[config.mk]
export PLATFORM = sky130hd
export DESIGN_NAME = pe_mac_param
export DESIGN_NICKNAME = d
export VERILOG_FILES = /design/src/rtl/pe_pkg.sv /design/src/rtl/pe_requant.sv /design/src/rtl/pe_mac_param.sv
export SDC_FILE = /design/constraint.sdc
export NUM_CORES = 1
export LEC_CHECK = 0
export ABC_CLOCK_PERIOD_IN_PS = 5400
export BUFFER_PORTS_ARGS = -buffer_cell sky130_fd_sc_hd__buf_4
export CORE_UTILIZATION = 56
export CTS_CLUSTER_SIZE = 14
export DETAILED_ROUTE_END_ITERATION = 8
export PLACE_DENSITY = 0.78
export SLEW_MARGIN = 20
export SYNTH_ARGS = -nofsm -noshare
export SYNTH_HDL_FRONTEND = slang
export SYNTH_SLANG_ARGS = --single-unit
export TNS_END_PERCENT = 20
[constraint.sdc]
create_clock -name clk -period 5.4 [get_ports clk]
set_input_delay 0 -clock clk [delete_from_list [all_inputs] [get_ports clk]]
set_output_delay 0 -clock clk [all_outputs]
set_load 0.01 [all_outputs]
[src/rtl/pe_pkg.sv]
`default_nettype none
// ----------------------------------------------------------------------------
// Module      : pe_pkg
// Description : Shared definitions for the pe_mac_param processing element.
//               Mode encodings, the pipeline op token and range helpers that
//               return min/max of a W-bit signed or unsigned quantity as a
//               64-bit pattern (callers slice off the width they need).
// Revision    : 1.0 - initial release
// ----------------------------------------------------------------------------
package pe_pkg;

  localparam logic [1:0] MODE_MAC_STREAM = 2'd0;
  localparam logic [1:0] MODE_MAC_STAT   = 2'd1;
  localparam logic [1:0] MODE_LOAD_W     = 2'd2;
  localparam logic [1:0] MODE_DRAIN      = 2'd3;

  typedef struct packed {
    logic       valid;
    logic [1:0] mode;
  } op_t;

  // Largest representable value of a w-bit field (w < 64).
  function automatic logic [63:0] f_max(input int w, input logic sgn);
    if (sgn) return (64'd1 << (w - 1)) - 64'd1;
    return (64'd1 << w) - 64'd1;
  endfunction

  // Smallest representable value of a w-bit field, two's complement pattern.
  function automatic logic [63:0] f_min(input int w, input logic sgn);
    if (sgn) return ~((64'd1 << (w - 1)) - 64'd1);
    return 64'd0;
  endfunction

endpackage
`default_nettype wire

[src/rtl/pe_requant.sv]
`default_nettype none
// ----------------------------------------------------------------------------
// Module      : pe_requant
// Description : Combinational requantiser. Shifts the accumulator right by
//               SHIFT (arithmetic when SIGNED) and clamps the result into the
//               DATA_W output range.
// Ports       : i_acc   - accumulator value (ACC_W)
//               o_val   - requantised, clamped value (DATA_W)
//               o_clamp - 1 when the shifted value did not fit and was clamped
// Revision    : 1.0 - initial release
// ----------------------------------------------------------------------------
module pe_requant
  import pe_pkg::*;
#(
  parameter int ACC_W  = 20,
  parameter int DATA_W = 8,
  parameter int SHIFT  = 0,
  parameter int SIGNED = 0
) (
  input  logic [ACC_W-1:0]  i_acc,
  output logic [DATA_W-1:0] o_val,
  output logic              o_clamp
);

  logic [ACC_W-1:0] w_shifted;

  generate
    if (SIGNED != 0) begin : g_signed
      localparam logic [63:0]       c_max64 = f_max(DATA_W, 1'b1);
      localparam logic [63:0]       c_min64 = f_min(DATA_W, 1'b1);
      localparam logic [DATA_W-1:0] c_max   = c_max64[DATA_W-1:0];
      localparam logic [DATA_W-1:0] c_min   = c_min64[DATA_W-1:0];

      logic [ACC_W-DATA_W:0] w_upper;
      logic                  w_fits;

      assign w_shifted = $signed(i_acc) >>> SHIFT;
      // The value fits when everything above the output sign bit is a copy
      // of that sign bit.
      assign w_upper   = w_shifted[ACC_W-1:DATA_W-1];
      assign w_fits    = (&w_upper) | ~(|w_upper);
      assign o_clamp   = ~w_fits;
      assign o_val     = w_fits ? w_shifted[DATA_W-1:0]
                                : (w_shifted[ACC_W-1] ? c_min : c_max);
    end else begin : g_unsigned
      localparam logic [63:0]       c_max64 = f_max(DATA_W, 1'b0);
      localparam logic [DATA_W-1:0] c_max   = c_max64[DATA_W-1:0];

      assign w_shifted = i_acc >> SHIFT;
      assign o_clamp   = |w_shifted[ACC_W-1:DATA_W];
      assign o_val     = o_clamp ? c_max : w_shifted[DATA_W-1:0];
    end
  endgenerate

endmodule
`default_nettype wire

[src/rtl/pe_mac_param.sv]
`default_nettype none
// ----------------------------------------------------------------------------
// Module      : pe_mac_param
// Description : Parametrised systolic processing element with a stationary
//               weight register, a two-stage multiply/accumulate pipeline,
//               explicit drain with requantisation and overflow reporting.
// Ports       : clk, rst                 - clock, synchronous active-high reset
//               activate, mode_i         - op valid and op select
//               pe_in, pe_filter         - activation / filter (or weight)
//               pe_in_o, pe_filter_o,
//               activate_o, mode_o       - inputs forwarded one cycle later
//               pe_out, pe_out_valid,
//               pe_out_sat               - drained result, pulse, saturation
//               pe_psum                  - live accumulator
// Revision    : 1.0 - initial release
// ----------------------------------------------------------------------------
module pe_mac_param
  import pe_pkg::*;
#(
  parameter int DATA_W = 8,
  parameter int ACC_W  = 20,
  parameter int SIGNED = 0,
  parameter int SAT_EN = 1,
  parameter int SHIFT  = 0
) (
  input  logic              clk,
  input  logic              rst,
  input  logic              activate,
  input  logic [1:0]        mode_i,
  input  logic [DATA_W-1:0] pe_in,
  input  logic [DATA_W-1:0] pe_filter,
  output logic [DATA_W-1:0] pe_in_o,
  output logic [DATA_W-1:0] pe_filter_o,
  output logic              activate_o,
  output logic [1:0]        mode_o,
  output logic [DATA_W-1:0] pe_out,
  output logic              pe_out_valid,
  output logic              pe_out_sat,
  output logic [ACC_W-1:0]  pe_psum
);

  localparam int          c_prod_w    = 2 * DATA_W;
  localparam int          c_ext_w     = ACC_W + 1 - c_prod_w;
  localparam logic        c_signed    = (SIGNED != 0);
  localparam logic [63:0] c_acc_max64 = f_max(ACC_W, c_signed);
  localparam logic [63:0] c_acc_min64 = f_min(ACC_W, c_signed);
  localparam logic [ACC_W-1:0] c_acc_max = c_acc_max64[ACC_W-1:0];
  localparam logic [ACC_W-1:0] c_acc_min = c_acc_min64[ACC_W-1:0];

  logic [DATA_W-1:0]   r_w;
  op_t                 r_s1_op;
  logic [c_prod_w-1:0] r_s1_prod;
  logic [ACC_W-1:0]    r_acc;
  logic                r_ovf;

  logic [DATA_W-1:0]   w_mul_b;
  logic [c_prod_w-1:0] w_prod;
  logic [ACC_W:0]      w_acc_ext;
  logic [ACC_W:0]      w_prod_ext;
  logic [ACC_W:0]      w_sum;
  logic                w_sum_ovf;
  logic [ACC_W-1:0]    w_acc_next;
  logic [DATA_W-1:0]   w_rq_val;
  logic                w_rq_clamp;

  // The weight register is written at the capture edge, so a MAC_STAT in
  // the very next cycle already multiplies by the new weight.
  assign w_mul_b = (mode_i == MODE_MAC_STAT) ? r_w : pe_filter;

  // Operands are extended to the product width before multiplying so the
  // low 2*DATA_W bits hold the exact product in either signedness.
  generate
    if (SIGNED != 0) begin : g_mul_signed
      assign w_prod = $signed({{DATA_W{pe_in[DATA_W-1]}}, pe_in})
                    * $signed({{DATA_W{w_mul_b[DATA_W-1]}}, w_mul_b});
    end else begin : g_mul_unsigned
      assign w_prod = {{DATA_W{1'b0}}, pe_in} * {{DATA_W{1'b0}}, w_mul_b};
    end
  endgenerate

  // One guard bit above the accumulator catches overflow in both modes.
  assign w_acc_ext  = {c_signed & r_acc[ACC_W-1], r_acc};
  assign w_prod_ext = {{c_ext_w{c_signed & r_s1_prod[c_prod_w-1]}}, r_s1_prod};
  assign w_sum      = w_acc_ext + w_prod_ext;
  assign w_sum_ovf  = c_signed ? (w_sum[ACC_W] ^ w_sum[ACC_W-1]) : w_sum[ACC_W];

  always_comb begin
    w_acc_next = w_sum[ACC_W-1:0];
    if (w_sum_ovf && (SAT_EN != 0)) begin
      // Signed: the guard bit is the true sign of the sum.
      w_acc_next = (c_signed && w_sum[ACC_W]) ? c_acc_min : c_acc_max;
    end
  end

  pe_requant #(
    .ACC_W  (ACC_W),
    .DATA_W (DATA_W),
    .SHIFT  (SHIFT),
    .SIGNED (SIGNED)
  ) u_requant (
    .i_acc   (r_acc),
    .o_val   (w_rq_val),
    .o_clamp (w_rq_clamp)
  );

  always_ff @(posedge clk) begin
    if (rst) begin
      pe_in_o       <= '0;
      pe_filter_o   <= '0;
      activate_o    <= 1'b0;
      mode_o        <= '0;
      pe_out        <= '0;
      pe_out_valid  <= 1'b0;
      pe_out_sat    <= 1'b0;
      r_w           <= '0;
      r_s1_op       <= '0;
      r_s1_prod     <= '0;
      r_acc         <= '0;
      r_ovf         <= 1'b0;
    end else begin
      pe_in_o       <= pe_in;
      pe_filter_o   <= pe_filter;
      activate_o    <= activate;
      mode_o        <= mode_i;

      r_s1_op.valid <= activate;
      r_s1_op.mode  <= mode_i;
      r_s1_prod     <= w_prod;
      if (activate && (mode_i == MODE_LOAD_W)) begin
        r_w <= pe_filter;
      end

      pe_out_valid  <= 1'b0;
      if (r_s1_op.valid) begin
        case (r_s1_op.mode)
          MODE_MAC_STREAM, MODE_MAC_STAT: begin
            r_acc <= w_acc_next;
            if (w_sum_ovf) r_ovf <= 1'b1;
          end
          MODE_DRAIN: begin
            pe_out       <= w_rq_val;
            pe_out_sat   <= w_rq_clamp | r_ovf;
            pe_out_valid <= 1'b1;
            r_acc        <= '0;
            r_ovf        <= 1'b0;
          end
          default: ;
        endcase
      end
    end
  end

  assign pe_psum = r_acc;

endmodule
`default_nettype wire

# ---- After elaboration in Yosys (flattened, before gate mapping)
# Index checks and enable logic that the tools add are counted.
dict set report classes {
  addsub 1
  multipliers 1
  reduce_logical 9
  eq_ne 5
  muxes 7
  bitwise 2
}
# cell count
set op_table {}
lappend op_table {{$pmux 20 s2} 1}
lappend op_table {{$add 20x16->21} 1}
lappend op_table {{$mux 20} 1}
lappend op_table {{$mul 8x8->16} 1}
lappend op_table {{$mux 8} 2}
lappend op_table {{$reduce_or 12->1} 1}
lappend op_table {{$eq 2x1->1 const B} 2}
lappend op_table {{$eq 2x2->1 const B} 2}
lappend op_table {{$reduce_and 2->1} 2}
lappend op_table {{$reduce_or 2->1} 2}
lappend op_table {{$reduce_and 3->1} 1}
lappend op_table {{$logic_not 2->1} 1}
lappend op_table {{$mux 1} 2}
lappend op_table {{$ne 2x2->1 const B} 1}
lappend op_table {{$pmux 1 s2} 1}
lappend op_table {{$reduce_bool 2->1} 1}
lappend op_table {{$logic_and 1x1->1} 1}
lappend op_table {{$not 1->1} 1}
lappend op_table {{$or 1x1->1} 1}
dict set report word_totals {
  output_inout_bits 49
  inputBits 21
  elab_cells 36
  regBits 74
}

# ---- Logic depth before layout (Yosys ltp)
# Gate-level depths: netlist of run 1.
dict set report depth {
  ltp_word 4
  mapped_depth 20
  mapped_depth_nobuf 19
}

# ---- Hierarchy
# From an unflattened synthesis of run 1, not the netlist that was laid out.
dict set report unflattened {
  hier_cells 614
  hier_area_um2 5526.6
}
# module seq_area_each_um2 cells_per_inst area_each_um2 n_inst
set modules_own_cells {}
lappend modules_own_cells {pe_mac_param 1481.4 602 5413.9 1}
lappend modules_own_cells {pe_requant 0.0 12 112.6 1}

# ---- Least setup slack after synthesis of run 1
# OpenSTA, ideal clock, no wires.
dict set report synth_timing {
  path_type {input to register}
  startpoint {input port mode_i[1]}
  endpoint {register r_s1_prod[15]}
  slack_ns 0.672
  stages 19
  required_time_ns 5.272
  arrival_ns 4.601
  path_buffers 1
  setup_time_ns 0.128
  path_cell_list {nand2b_1 -> clkbuf_1 -> mux2i_1 -> nand2b_1 -> fa_1 -> fa_1 -> inv_1 -> fa_1 -> inv_1 -> fa_1 -> inv_1 -> ha_1 -> o21a_1 -> o31a_1 -> o41a_1 -> a41oi_2 -> a21oi_1 -> xnor2_1 -> nor2_1}
}
dict set report synth_via {
  elab_chain_len 3
}
# item line_no
set synth_lines {}
lappend synth_lines {{start: declaration} pe_mac_param.sv:29} ;# input logic [1:0] mode_i,
lappend synth_lines {{$eq 2x1->1} pe_mac_param.sv:68} ;# assign w_mul_b = (mode_i == MODE_MAC_STAT) ? r_w : pe_filter;
lappend synth_lines {{$mux 8} pe_mac_param.sv:68}
lappend synth_lines {{$mul 8x8->16} pe_mac_param.sv:77} ;# assign w_prod = {{DATA_W{1'b0}}, pe_in} * {{DATA_W{1'b0}}, w_mul_b};
lappend synth_lines {{end signal: assignment} pe_mac_param.sv:128} ;# r_s1_prod <= w_prod;
lappend synth_lines {{end: declaration} pe_mac_param.sv:52} ;# logic [c_prod_w-1:0] r_s1_prod;
# Every way passes these cells.
# A chain may end at the register's enable or synchronous reset.

# ---- Worst setup path in the final report of run 1
# Same ends and word-level chain as after synthesis.

==> results of run 1 <==
## state kept, by name (all words and copies together), names as in the netlist
register      count
r_s1_prod        16
pe_out_sat        1
pe_filter_o       8
r_s1_op           3
r_ovf             1
pe_in_o           8
pe_psum          20
r_w               8
pe_out_valid      1
pe_out            8
## layout make-up
type                       instances  area share
clock buffer                      11      0.0238
sequential                        74       0.233
clock inverter                     4      0.0156
inverter                          55      0.0325
timing repair buffer              90       0.114
multi-input combinational        446       0.559
tap                              111      0.0219
## worst paths after layout
path,startpoint,to,slack [ns],depth (start not counted)
max,mode_i[1],r_s1_prod[15]$_SDFF_PP0_,0.34,18
max reg2reg,r_w[3]$_SDFFE_PP0P_,r_s1_prod[15]$_SDFF_PP0_,0.38,16
min,rst,r_s1_prod[4]$_SDFF_PP0_,0.14,2
min reg2reg,pe_psum[2]$_SDFFE_PP0P_,pe_psum[2]$_SDFFE_PP0P_,0.48,2
## critical path: stages
cell      delay, ns
buf_4          0.09
nand2b_1       0.47
mux2i_1        0.75
nor2b_1        0.16
fa_1           0.47
fa_1           0.56
inv_1          0.05
fa_1           0.46
fa_1           0.54
inv_1          0.04
ha_1           0.32
o21a_1         0.20
o31a_1         0.13
o41a_1         0.36
a41oi_2        0.24
a21oi_1        0.12
xnor2_1        0.22
nor2_1         0.08
## power by group through the flow
stage,Combinational [uW],Sequential [uW],Clock [uW]
after floorplan,581,639,0
after global placement,728,640,0
after detailed placement,751,641,0
after CTS,772,628,543
after global routing,870,632,567
final,766,629,533
## per-stage QoR
stage / hold slack, ns / total power [uW] / instances / area, um^2 / utilization
finish: 0.142 / 1930 / 791 / 6360 / 0.691
global route: 0.165 / 2070 / 791 / 6360 / 0.691
CTS: 0.124 / 1940 / 791 / 6350 / 0.691
detailed placement: 0.232 / 1390 / 757 / 5910 / 0.643
global placement: 0.236 / 1370 / 757 / 5910 / 0.643
floorplan: 0.128 / 1220 / 592 / 5310 / -
## routing by layer
metal / wire, um / share of wire / global-route usage
met4: 229 / 0.019 / 0.103
met2: 6020 / 0.50 / 0.424
met1: 5300 / 0.44 / 0.320
met5: 0 / 0 / 0
met3: 450 / 0.038 / 0.0358
## cell usage after synthesis, types with 2 or more instances
| library cell | n | area [um^2] |
|---|---|---|
| fa_1 | 37 | 741 |
| a21oi_1 | 24 | 120 |
| a211oi_1 | 6 | 45.0 |
| nand2b_1 | 22 | 138 |
| nor2_1 | 46 | 173 |
| mux2i_1 | 17 | 170 |
| nand2_1 | 42 | 158 |
| a41o_1 | 2 | 20.0 |
| nor4_1 | 3 | 18.8 |
| inv_1 | 55 | 206 |
| dfxtp_1 | 74 | 1480 |
| a211o_1 | 2 | 17.5 |
| xnor2_1 | 10 | 87.6 |
| buf_1 | 2 | 7.51 |
| xor2_1 | 12 | 105 |
| o211ai_1 | 7 | 52.6 |
| o21ai_0 | 18 | 90.1 |
| o21ai_1 | 2 | 10.0 |
| ha_1 | 52 | 651 |
| or2_2 | 2 | 12.5 |
| nor3_1 | 15 | 75.1 |
| nand3_1 | 6 | 30.0 |
| a31oi_1 | 6 | 37.5 |
| clkbuf_1 | 13 | 48.8 |
| or3_1 | 3 | 18.8 |
| nand4_1 | 4 | 25.0 |
| a21o_1 | 6 | 45.0 |
| nor2b_1 | 78 | 488 |
## what timing repair did
item,in CTS,in global routing
hold endpoints to repair,27,0
hold buffers,19,0
setup endpoints to repair,0,0
## cells by family (layout without fill, tap and decap cells)
group | count (synthesis) | after routing | synth area share
muxes | 17 | 17 | 0.0320
buffers and inverters | 72 | 160 | 0.0518
AOI/OAI and AO/OA | 92 | 92 | 0.117
and+or+nand+nor | 226 | 226 | 0.221
adders and majority gates | 89 | 89 | 0.262
xor gates and xnor gates | 22 | 22 | 0.0363
DFF | 74 | 74 | 0.279
==> impl_results.md, run 1 <==
* Critical Path Start Type: input port
* Global-route wire length before repair at 19.6 mm
* VDD IR max at roughly 0.16 mV
* Vias/cell at 5.54
* Vias in the first global route at 4193
* Syn_area_per_cell at 8.97 um^2
* Clock Tree Root: clkbuf_8
* GP Congestion at 0.863
* Initial antenna violation count at 0
* GRT overflow at 0
* Gate count after technology mapping at 592
* Clk Latency, worst-skew pair at 0.36 ns
* Final net count at 786
* Final hold violations at 0
* Comb power frac at 0.397
* Post-DP HPWL at 8.73 mm
* Unrepaired setup endpoints after global routing: no
* Place WS at about 0.14 ns
* EDFF count, synth at 0
* Slew HR at 0.295
* Seq. cell area at roughly 0.0015 mm^2
* Num Clock Sinks at 74
* Clock buffer count from CTS at 9
* PwrDens at 303 mW/mm^2
* Fillers at a little over 700
* Number of remaining DRC errors at 0
* Gr usage total at 0.250
* Row Count at 35
* Max-cap violations at 0
* Async S/R FF share, synth at 0
* Dominant synthesized flop cell: dfxtp_1
* Drt initial violations at 214
* Status: completed
* DRT Pass-1 Iters at 5
* Synth Net Count at 702
* Share of cells above drive strength 1 at 0.141
* TritonCTS clock tree: built
* IO Pins at 70
* Setup WS post-layout at 0.338 ns
* Die height at 99.4 um
* WP data arrival at 5.27 ns
* Final WL at 12.0 mm
* Largest net degree at the start of global routing at 61
* Synth warnings at 0
* Worst-margin pin slew at 1.06 ns
* Worst-path clk slew at 0.07 ns
* CP max FO at 8
* Unique masters post-synth at 54
* Most common cell after layout, fill and taps aside: nor2b_1
* Area occupied by multi-input gates at 0.00356 mm^2
* NetSw at 650 uW
* Period minus WS final at roughly 5.1 ns
* DR WL/cell at between 15 and 20 um
* Via count at 4383
* Area growth syn-to-layout at 19.7%
* WS Path Type: input port to flip-flop
* Setup tns final at 0 ns
* Clock Power Share at 0.277
* Clk_skew at between 0.008 and 0.009 ns
* Sequential share of power at 0.326
* Clock Path Buffers at 2
* Die Width at around 99 um
* Input/output buffers at 69
* Die ar. at around 0.01 mm^2
* Sequential share of the synthesized area at 0.279
* Leakage at approximately 0.0032 uW
* N_diodes at 0
* H-tree depth at 3
* WP data required at 5.61 ns
* Fmax at 198 MHz
* Post-CTS Repair Setup Buffers at 0
* Min-delay worst type: input port to flip-flop
* Final number of setup-violating endpoints at 0
* Initial Util at 0.577
* CP endpoint kind: flip-flop
* Int Power at 1280 uW
* Switching Fraction at 0.337
* Fin crit share at 0.937
* Synthesized cell area at 0.00531 mm^2
* Most frequent cells in the layout: nor2b_1 (77), dfxtp_1 (74), buf_4 (71), inv_1 (55), ha_1 (52)
* FF+latch count, synth at 74
* Post-cts sizing count at 0
* Total core area at 0.00920 mm^2
* Antenna viol nets, final at 0
* Fin. max-slew vios at 0
No activity file was read; power rests on OpenSTA's default activity.
==> run 2: changes to the inputs <==
- BUFFER_PORTS_ARGS: -buffer_cell sky130_fd_sc_hd__buf_4 -> -buffer_cell sky130_fd_sc_hd__buf_2
==> run 2 against run 1 <==
  * The run now ends with hold timing left
  * Clock-buffer cell count shrank 1
  * Utilization shrank 2.2 points
  * Largest power group unchanged
  * Fmax shrank 1.8%
  * Clock skew grew 0.0033 ns
  * Register-to-register slack gained 0.25 ns
  * Sequential share of layout area grew 0.76 points
  * Non-clock buffer count grew 1
  * Routed wire length shrank 0.81%
==> impl_results.md, run 2 (same netlist as run 1, synthesis figures left out) <==
* DRT Pass-1 Iters at 4 (-1)
* Worst-margin pin slew at 1.09 ns (+0.0362 ns)
* Worst-path clk slew at 0.08 ns (about the same)
* WS Path Type: input port to flip-flop
* Drt initial violations at 186 (-13%)
* Input/output buffers at 69 (unchanged)
* Antenna viol nets, final at 0 (unchanged)
* Vias in the first global route at 4327 (+3.2%)
* Most frequent cells in the layout: nor2b_1 (77), dfxtp_1 (74), buf_2 (69), inv_1 (55), ha_1 (52)
* Area growth syn-to-layout at 15.9%
* Clock Path Buffers at 2 (unchanged)
* Via count at 4411 (+0.64%)
* Int Power at 1120 uW (-12%)
* Clock Power Share at 0.223 (-0.054)
* Total core area at 0.00920 mm^2 (unchanged)
* GP Congestion at 0.830 (-3.9%)
* Seq. cell area at 0.00148 mm^2 (unchanged)
* Switching Fraction at 0.375 (+0.0378)
* Sequential share of power at 0.350 (+0.024)
* DR WL/cell at 15.0 um (-1.1%)
* Min-delay worst type: input port to flip-flop
* Share of cells above drive strength 1 at 0.152 (+0.0113)
* Status: finished with violations
* GRT overflow at 0 (unchanged)
* Post-CTS Repair Setup Buffers at 0 (unchanged)
* Initial Util at 0.577 (unchanged)
* Number of remaining DRC errors at 0 (unchanged)
* Post-DP HPWL at 8.58 mm (-1.7%)
* Reg2reg start: r_w[6]$_SDFFE_PP0P_
* Final number of setup-violating endpoints at 0 (unchanged)
* Unrepaired setup endpoints after global routing: no
* Hold_ws at -0.000749 ns (-0.142 ns)
* Fmax at 194 MHz (-1.8%)
* Clk Latency, worst-skew pair at 0.36 ns (about the same)
* Fin. max-slew vios at 0 (unchanged)
* Global-route wire length before repair at 19.7 mm (+0.56%)
* N_diodes at 0 (unchanged)
* Final net count at 787 (+0.13%)
* PwrDens at 291 mW/mm^2 (-4.2%)
* Slew HR at 0.271 (-0.0242)
* Hold Path Depth at 2 (unchanged)
* Final hold violations at 1 (+1)
* Comb power frac at 0.427 (+0.030)
* Gr usage total at 0.252 (+0.00189)
* Period minus WS final at 5.16 ns (+0.0944 ns)
* Row Count at 35 (unchanged)
* CP max FO at 8 (unchanged)
* Most common cell after layout, fill and taps aside: nor2b_1
* Critical Path Start Type: input port
* Failing checks: hold timing
* Largest net degree at the start of global routing at 61 (unchanged)
* Die Width at 99.4 um (unchanged)
* Final std cells w/o fill at 793 (+0.25%)
* VDD IR max at 0.188 mV (+19%)
* NetSw at 671 uW (+3.2%)
* Worst R2R Path Depth at 17 (+1)
* Max reg flops at 20 (unchanged)
* Fillers at 716 (-1.5%)
* Leakage at 0.00313 uW (-2.0%)
* R2R Setup Slk at 0.63 ns (+0.25 ns)
* CP endpoint kind: flip-flop
* Vias/cell at 5.56 (+0.39%)
* Die ar. at 0.00988 mm^2 (unchanged)
* Hold_sp: pe_in[4]
* IO Pins at 70 (unchanged)
* Num Clock Sinks at 74 (unchanged)
* Area occupied by multi-input gates at 0.00357 mm^2 (+0.49%)
* TritonCTS clock tree: built
* Clock buffer count from CTS at 9 (unchanged)
* WP data required at 5.63 ns (+0.02 ns)
* Die height at 99.4 um (unchanged)
* Max-cap violations at 0 (unchanged)
* Initial antenna violation count at 0 (unchanged)
* Worst R2R End: r_s1_prod[15]$_SDFF_PP0_
* Clk_skew at 0.0118 ns (+0.00328 ns)
* Final WL at 11.9 mm (-0.81%)
* Setup tns final at 0 ns (unchanged)
* H-tree depth at 3 (unchanged)
* Clock Tree Root: clkbuf_8
* Fin crit share at 0.955 (+0.0175)
* Worst Hold End: pe_in_o[4]$_SDFF_PP0_
* Inst Count DP at 758 (+0.13%)
* WP data arrival at 5.38 ns (+0.11 ns)
-- run 2: cell count changes in the layout (fill, tap and decap cells not counted), moves of 3 or more --
cell	change
buf_2	+69
bufinv_16	-3
mux2i_2	+4
mux2i_1	-4
buf_4	-68
clkinvlp_4	+3
-- run 2: final cells by class --
cell class | count | area share
inverters | 55 | 0.0335
repair buffers | 91 | 0.0935
multi-input cells | 446 | 0.581
clock inverters | 6 | 0.00671
clock buffers | 10 | 0.0224
flip-flops and latches | 74 | 0.241
well taps | 111 | 0.0226
-- run 2: per-layer routing --
layer / vias to the layer above / track usage / part of all wire
met3: 22 / 0.0330 / 0.039
li1: 2146 / - / -
met1: 2142 / 0.326 / 0.43
met2: 101 / 0.431 / 0.51
met5: - / 0 / 0
met4: 0 / 0.0939 / 0.021
-- run 2: critical path: stages --
cell	delay (ns)
dlygate4sd3_1	0.55
buf_2	0.15
nand2b_2	0.27
mux2i_2	0.50
nand2b_1	0.21
fa_1	0.43
fa_1	0.55
inv_1	0.06
fa_1	0.54
inv_1	0.06
fa_1	0.53
inv_1	0.04
ha_1	0.33
o21a_1	0.12
o31a_1	0.13
o41a_1	0.36
a41oi_2	0.24
a21oi_1	0.10
xnor2_1	0.17
nor2_1	0.06
-- run 2: timing repair --
| action | CTS | global route |
|---|---|---|
| hold endpoints to repair | 26 | 0 |
| setup endpoints to repair | 0 | 5 |
| resized for setup | 0 | 5 |
| hold buffers | 18 | 0 |
-- run 2: worst max-delay path by stage --
stage	slack, ns	from	cells past startpoint	endpoint
floorplan	0.67	mode_i[1]	19	r_s1_prod[15]$_SDFF_PP0_
detailed placement	0.15	mode_i[1]	19	r_s1_prod[15]$_SDFF_PP0_
global route	0.03	mode_i[0]	19	r_s1_prod[14]$_SDFF_PP0_
CTS	0.01	mode_i[0]	20	r_s1_prod[15]$_SDFF_PP0_
global placement	0.36	mode_i[1]	19	r_s1_prod[15]$_SDFF_PP0_
finish	0.24	mode_i[0]	20	r_s1_prod[15]$_SDFF_PP0_
-- run 2: power groups by stage --
| stage | clock (uW) | sequential [uW] | combinational (uW) |
|---|---|---|---|
| after floorplan | 0 | 639 | 581 |
| after global placement | 0 | 639 | 714 |
| after detailed placement | 0 | 639 | 743 |
| after CTS | 404 | 626 | 760 |
| after global routing | 427 | 631 | 870 |
| final | 398 | 626 | 764 |
-- run 2: stage by stage --
step                      setup WS (ns)  hold slack [ns]  instance area [um^2]  utilization  total power [uW]
after floorplan                   0.672            0.128                  5310            -              1220
after global placement            0.359            0.246                  5750        0.625              1350
after detailed placement          0.150            0.249                  5750        0.625              1380
after CTS                        0.0150         0.000785                  6110        0.664              1790
after global routing             0.0255           0.0106                  6150        0.669              1930
final                             0.244        -0.000749                  6150        0.669              1790
==> run 3: changes to the inputs <==
- ABC_AREA: unset -> 1
- PLACE_DENSITY: 0.78 -> 0.77
- SYNTH_HIERARCHICAL: unset -> 1
==> run 3 against run 2 <==
  * The flow now finishes without violations
  * Sequential cell count is the same
  * Via count is 20% higher
  * Highest routed layer unchanged
  * Power increased by 22%
  * Synthesized area up 8.6%
  * Worst setup slack improved by 0.37 ns
  * Largest cell class unchanged
  * Clock-buffer cell count did not move
  * Fmax up 7.7%
==> impl_results.md, run 3 <==
* WP data required at 5.64 ns (about the same)
* Largest net degree at the start of global routing at 57 (-6.6%)
* Main combinational cell family by area after synthesis: simple AND/OR/NAND/NOR gates
* Die ar. at 0.0107 mm^2 (+8.4%)
* Worst-path clk slew at 0.08 ns (about the same)
* Largest cells by area after synthesis: dfxtp_1 (26%), fa_1 (13%), nand2_1 (12%)
* Max-cap violations at 0 (unchanged)
* Post-synthesis mux area share at 0 (-0.0320)
* Initial Util at 0.584 (+0.00706)
* Vias in the first global route at 4958 (+15%)
* Row Count at 36 (+2.9%)
* Critical path's slowest cell: fa_1
* Die height at 103 um (+4.1%)
* DRT Pass-1 Iters at 5 (+1)
* Num Clock Sinks at 74 (unchanged)
* Max reg flops at 20 (unchanged)
* Worst-margin pin slew at 0.941 ns (-0.151 ns)
* Most common cell in the netlist: nand2_1
* Final net count at 1003 (+27%)
* Fmax at 209 MHz (+7.7%)
* Gate count after technology mapping at 815 (+38%)
* CP max FO at 16 (+8)
* DR WL/cell at 12.8 um (-14%)
* Synth cell count leaders: nand2_1 (185), inv_1 (144), nor2_1 (105), dfxtp_1 (74), a21oi_1 (67)
* Final std cells w/o fill at 1031 (+30%)
* EDFF count, synth at 0 (unchanged)
* Post-synth top area cell: dfxtp_1
* Global-route wire length before repair at 21.8 mm (+11%)
* Syn_area_per_cell at 7.07 um^2 (-21%)
* Async S/R FF share, synth at 0 (unchanged)
* Vias/cell at 5.14 (-7.5%)
* Area growth syn-to-layout at 13.7%
* Fin crit share at 0.887 (-0.0679)
* WS Path Type: input port to flip-flop
* Period minus WS final at 4.79 ns (-0.367 ns)
* XOR/XNOR Fraction of Synth Area at 0.0137 (-0.0226)
* Status: completed
* Gr usage total at 0.261 (+0.00923)
* Synth top area share at 0.257 (-0.0220)
* Most common cell after layout, fill and taps aside: nand2_1
* Unique masters post-synth at 30 (-44%)
* Critical Path Start Type: input port
* Fin. max-slew vios at 0 (unchanged)
* Place WS at 0.815 ns (+0.665 ns)
* Clock Tree Root: clkbuf_8
* GRT overflow at 0 (unchanged)
* Most frequent cells in the layout: nand2_1 (185), inv_1 (144), nor2_1 (105), dfxtp_1 (74), buf_2 (69)
* Unrepaired setup endpoints after global routing: no
* Adder-cell share of the synthesized area at 0.241 (-0.0207)
* Initial antenna violation count at 0 (unchanged)
* Slew HR at 0.373 (+0.102)
* GP Congestion at 0.890 (+7.2%)
* Complex-gate fraction of the synthesized area at 0.109 (-0.00818)
* IO Pins at 70 (unchanged)
* Sequential share of the synthesized area at 0.257 (-0.0220)
* Share of cells above drive strength 1 at 0.129 (-0.0233)
* Synth warnings at 6 (+6)
* Final hold violations at 0 (-1)
* Clk_skew at 0.0132 ns (+0.00139 ns)
* Total core area at 0.00986 mm^2 (+7.3%)
* H-tree depth at 3 (unchanged)
* Synthesized cell area at 0.00577 mm^2 (+8.6%)
* Simple-Gate Fraction of Synth Area at 0.268 (+0.0461)
* Clock Path Buffers at 2 (unchanged)
* Clock buffer count from CTS at 9 (unchanged)
* Synth Net Count at 925 (+32%)
* Post-DP HPWL at 10.4 mm (+21%)
* Antenna viol nets, final at 0 (unchanged)
* Dominant synthesized flop cell: dfxtp_1
* Cell Chain, Critical Path: dlygate4sd3_1 > buf_2 > inv_1 > nand2_1 > o21a_1 > inv_1 > nor2_1 > fa_1 > fa_1 > fa_1 > inv_1 > fa_1 > inv_1 > ha_1 > a21oi_1 > o21ai_0 > a21oi_1 > o21ai_0 > o21ai_0 > a21oi_1
* Setup WS post-layout at 0.610 ns (+0.367 ns)
* PwrDens at 333 mW/mm^2 (+15%)
* Inst Count DP at 1002 (+32%)
* FF+latch count, synth at 74 (unchanged)
* CP endpoint kind: flip-flop
* Post-CTS Repair Setup Buffers at 0 (unchanged)
* Die Width at 103 um (+4.1%)
* WP data arrival at 5.03 ns (-0.35 ns)
* TritonCTS clock tree: built
* Final WL at 13.2 mm (+11%)
* Input/output buffers at 69 (unchanged)
* Min-delay worst type: input port to flip-flop
* Final number of setup-violating endpoints at 0 (unchanged)
* Clk Latency, worst-skew pair at 0.36 ns (about the same)
* Number of remaining DRC errors at 0 (unchanged)
* Drt initial violations at 202 (+8.6%)
* Via count at 5303 (+20%)
* N_diodes at 0 (unchanged)
* Leakage at 0.00357 uW (+14%)
* Max incr delay on CP at 0.57 ns (+0.02 ns)
* Setup tns final at 0 ns (unchanged)
* VDD IR max at 0.175 mV (-6.6%)
-- run 3: changes by cell type after synthesis, moves of 31 or more --
| cell | previous run | this run |
|---|---|---|
| a21oi_1 | 24 | 67 |
| inv_1 | 55 | 144 |
| nand2_1 | 42 | 185 |
| nand3_1 | 6 | 37 |
| nor2_1 | 46 | 105 |
| nor2b_1 | 78 | 0 |
-- run 3: worst paths after layout --
| check | cells past startpoint | endpoint | slack [ns] | from |
|---|---|---|---|---|
| worst max register to register | 16 | r_s1_prod[15]$_SDFF_PP0_ | 1.07 | r_w[4]$_SDFFE_PP0P_ |
| worst max-delay path | 20 | r_s1_prod[15]$_SDFF_PP0_ | 0.61 | mode_i[1] |
| worst min-delay path | 3 | pe_in_o[7]$_SDFF_PP0_ | 0.02 | pe_in[7] |
| worst min register to register | 2 | pe_out[3]$_SDFFE_PP0P_ | 0.46 | pe_out[3]$_SDFFE_PP0P_ |
-- run 3: cell families (layout without fill, tap and decap cells) --
logic type | Yosys count | in the layout
simple gates | 364 | 364
fa+ha+maj | 89 | 89
flops | 74 | 74
compound gates | 115 | 115
buf+inv | 164 | 247
xor+xnor | 9 | 9
-- run 3: area by class of cell --
| type | instances | area [um^2] |
|---|---|---|
| multi-input cells | 577 | 3650 |
| fillers | 912 | 3310 |
| flip-flops and latches | 74 | 1480 |
| inverters | 146 | 548 |
| repair buffers | 85 | 498 |
| well taps | 133 | 166 |
| clock buffers | 10 | 128 |
| clock inverters | 6 | 90.1 |
-- run 3: metal layers --
metal / share of wire / wire [um] / global-route usage
met3: 0.036 / 481 / 0.0464
met2: 0.49 / 6550 / 0.462
met1: 0.45 / 5920 / 0.319
met4: 0.022 / 295 / 0.0910
met5: 0 / 0 / 0
-- run 3: report_power, final --
part	switching (uW)	internal (uW)	leakage [uW]
Combinational	662	401	0.00286
Clock	216	262	0.000107
Sequential	33.5	610	0.000607
Total	911	1270	0.00357
-- run 3: worst max-delay path, delay by kind of cell --
family	cells	cell delay, ns
fa+ha+maj	5	2.42
compound gates	7	1.20
buf+inv	6	1.01
simple gates	2	0.38
-- run 3: stage by stage --
stage	utilization	cell area (um^2)	total power, uW	hold slack [ns]
2_1_floorplan	-	5770	1470	0.107
3_3_place_gp	0.630	6210	1660	0.222
3_5_place_dp	0.630	6210	1700	0.235
4_1_cts	0.665	6560	2190	0.00205
5_1_grt	0.665	6560	2380	0.0275
6_report	0.665	6560	2180	0.0234
-- run 3: what timing repair did --
| item | in CTS | in global routing |
|---|---|---|
| hold buffers | 13 | 0 |
| gates resized for setup | 0 | 0 |
| endpoints found under the hold margin | 21 | 0 |
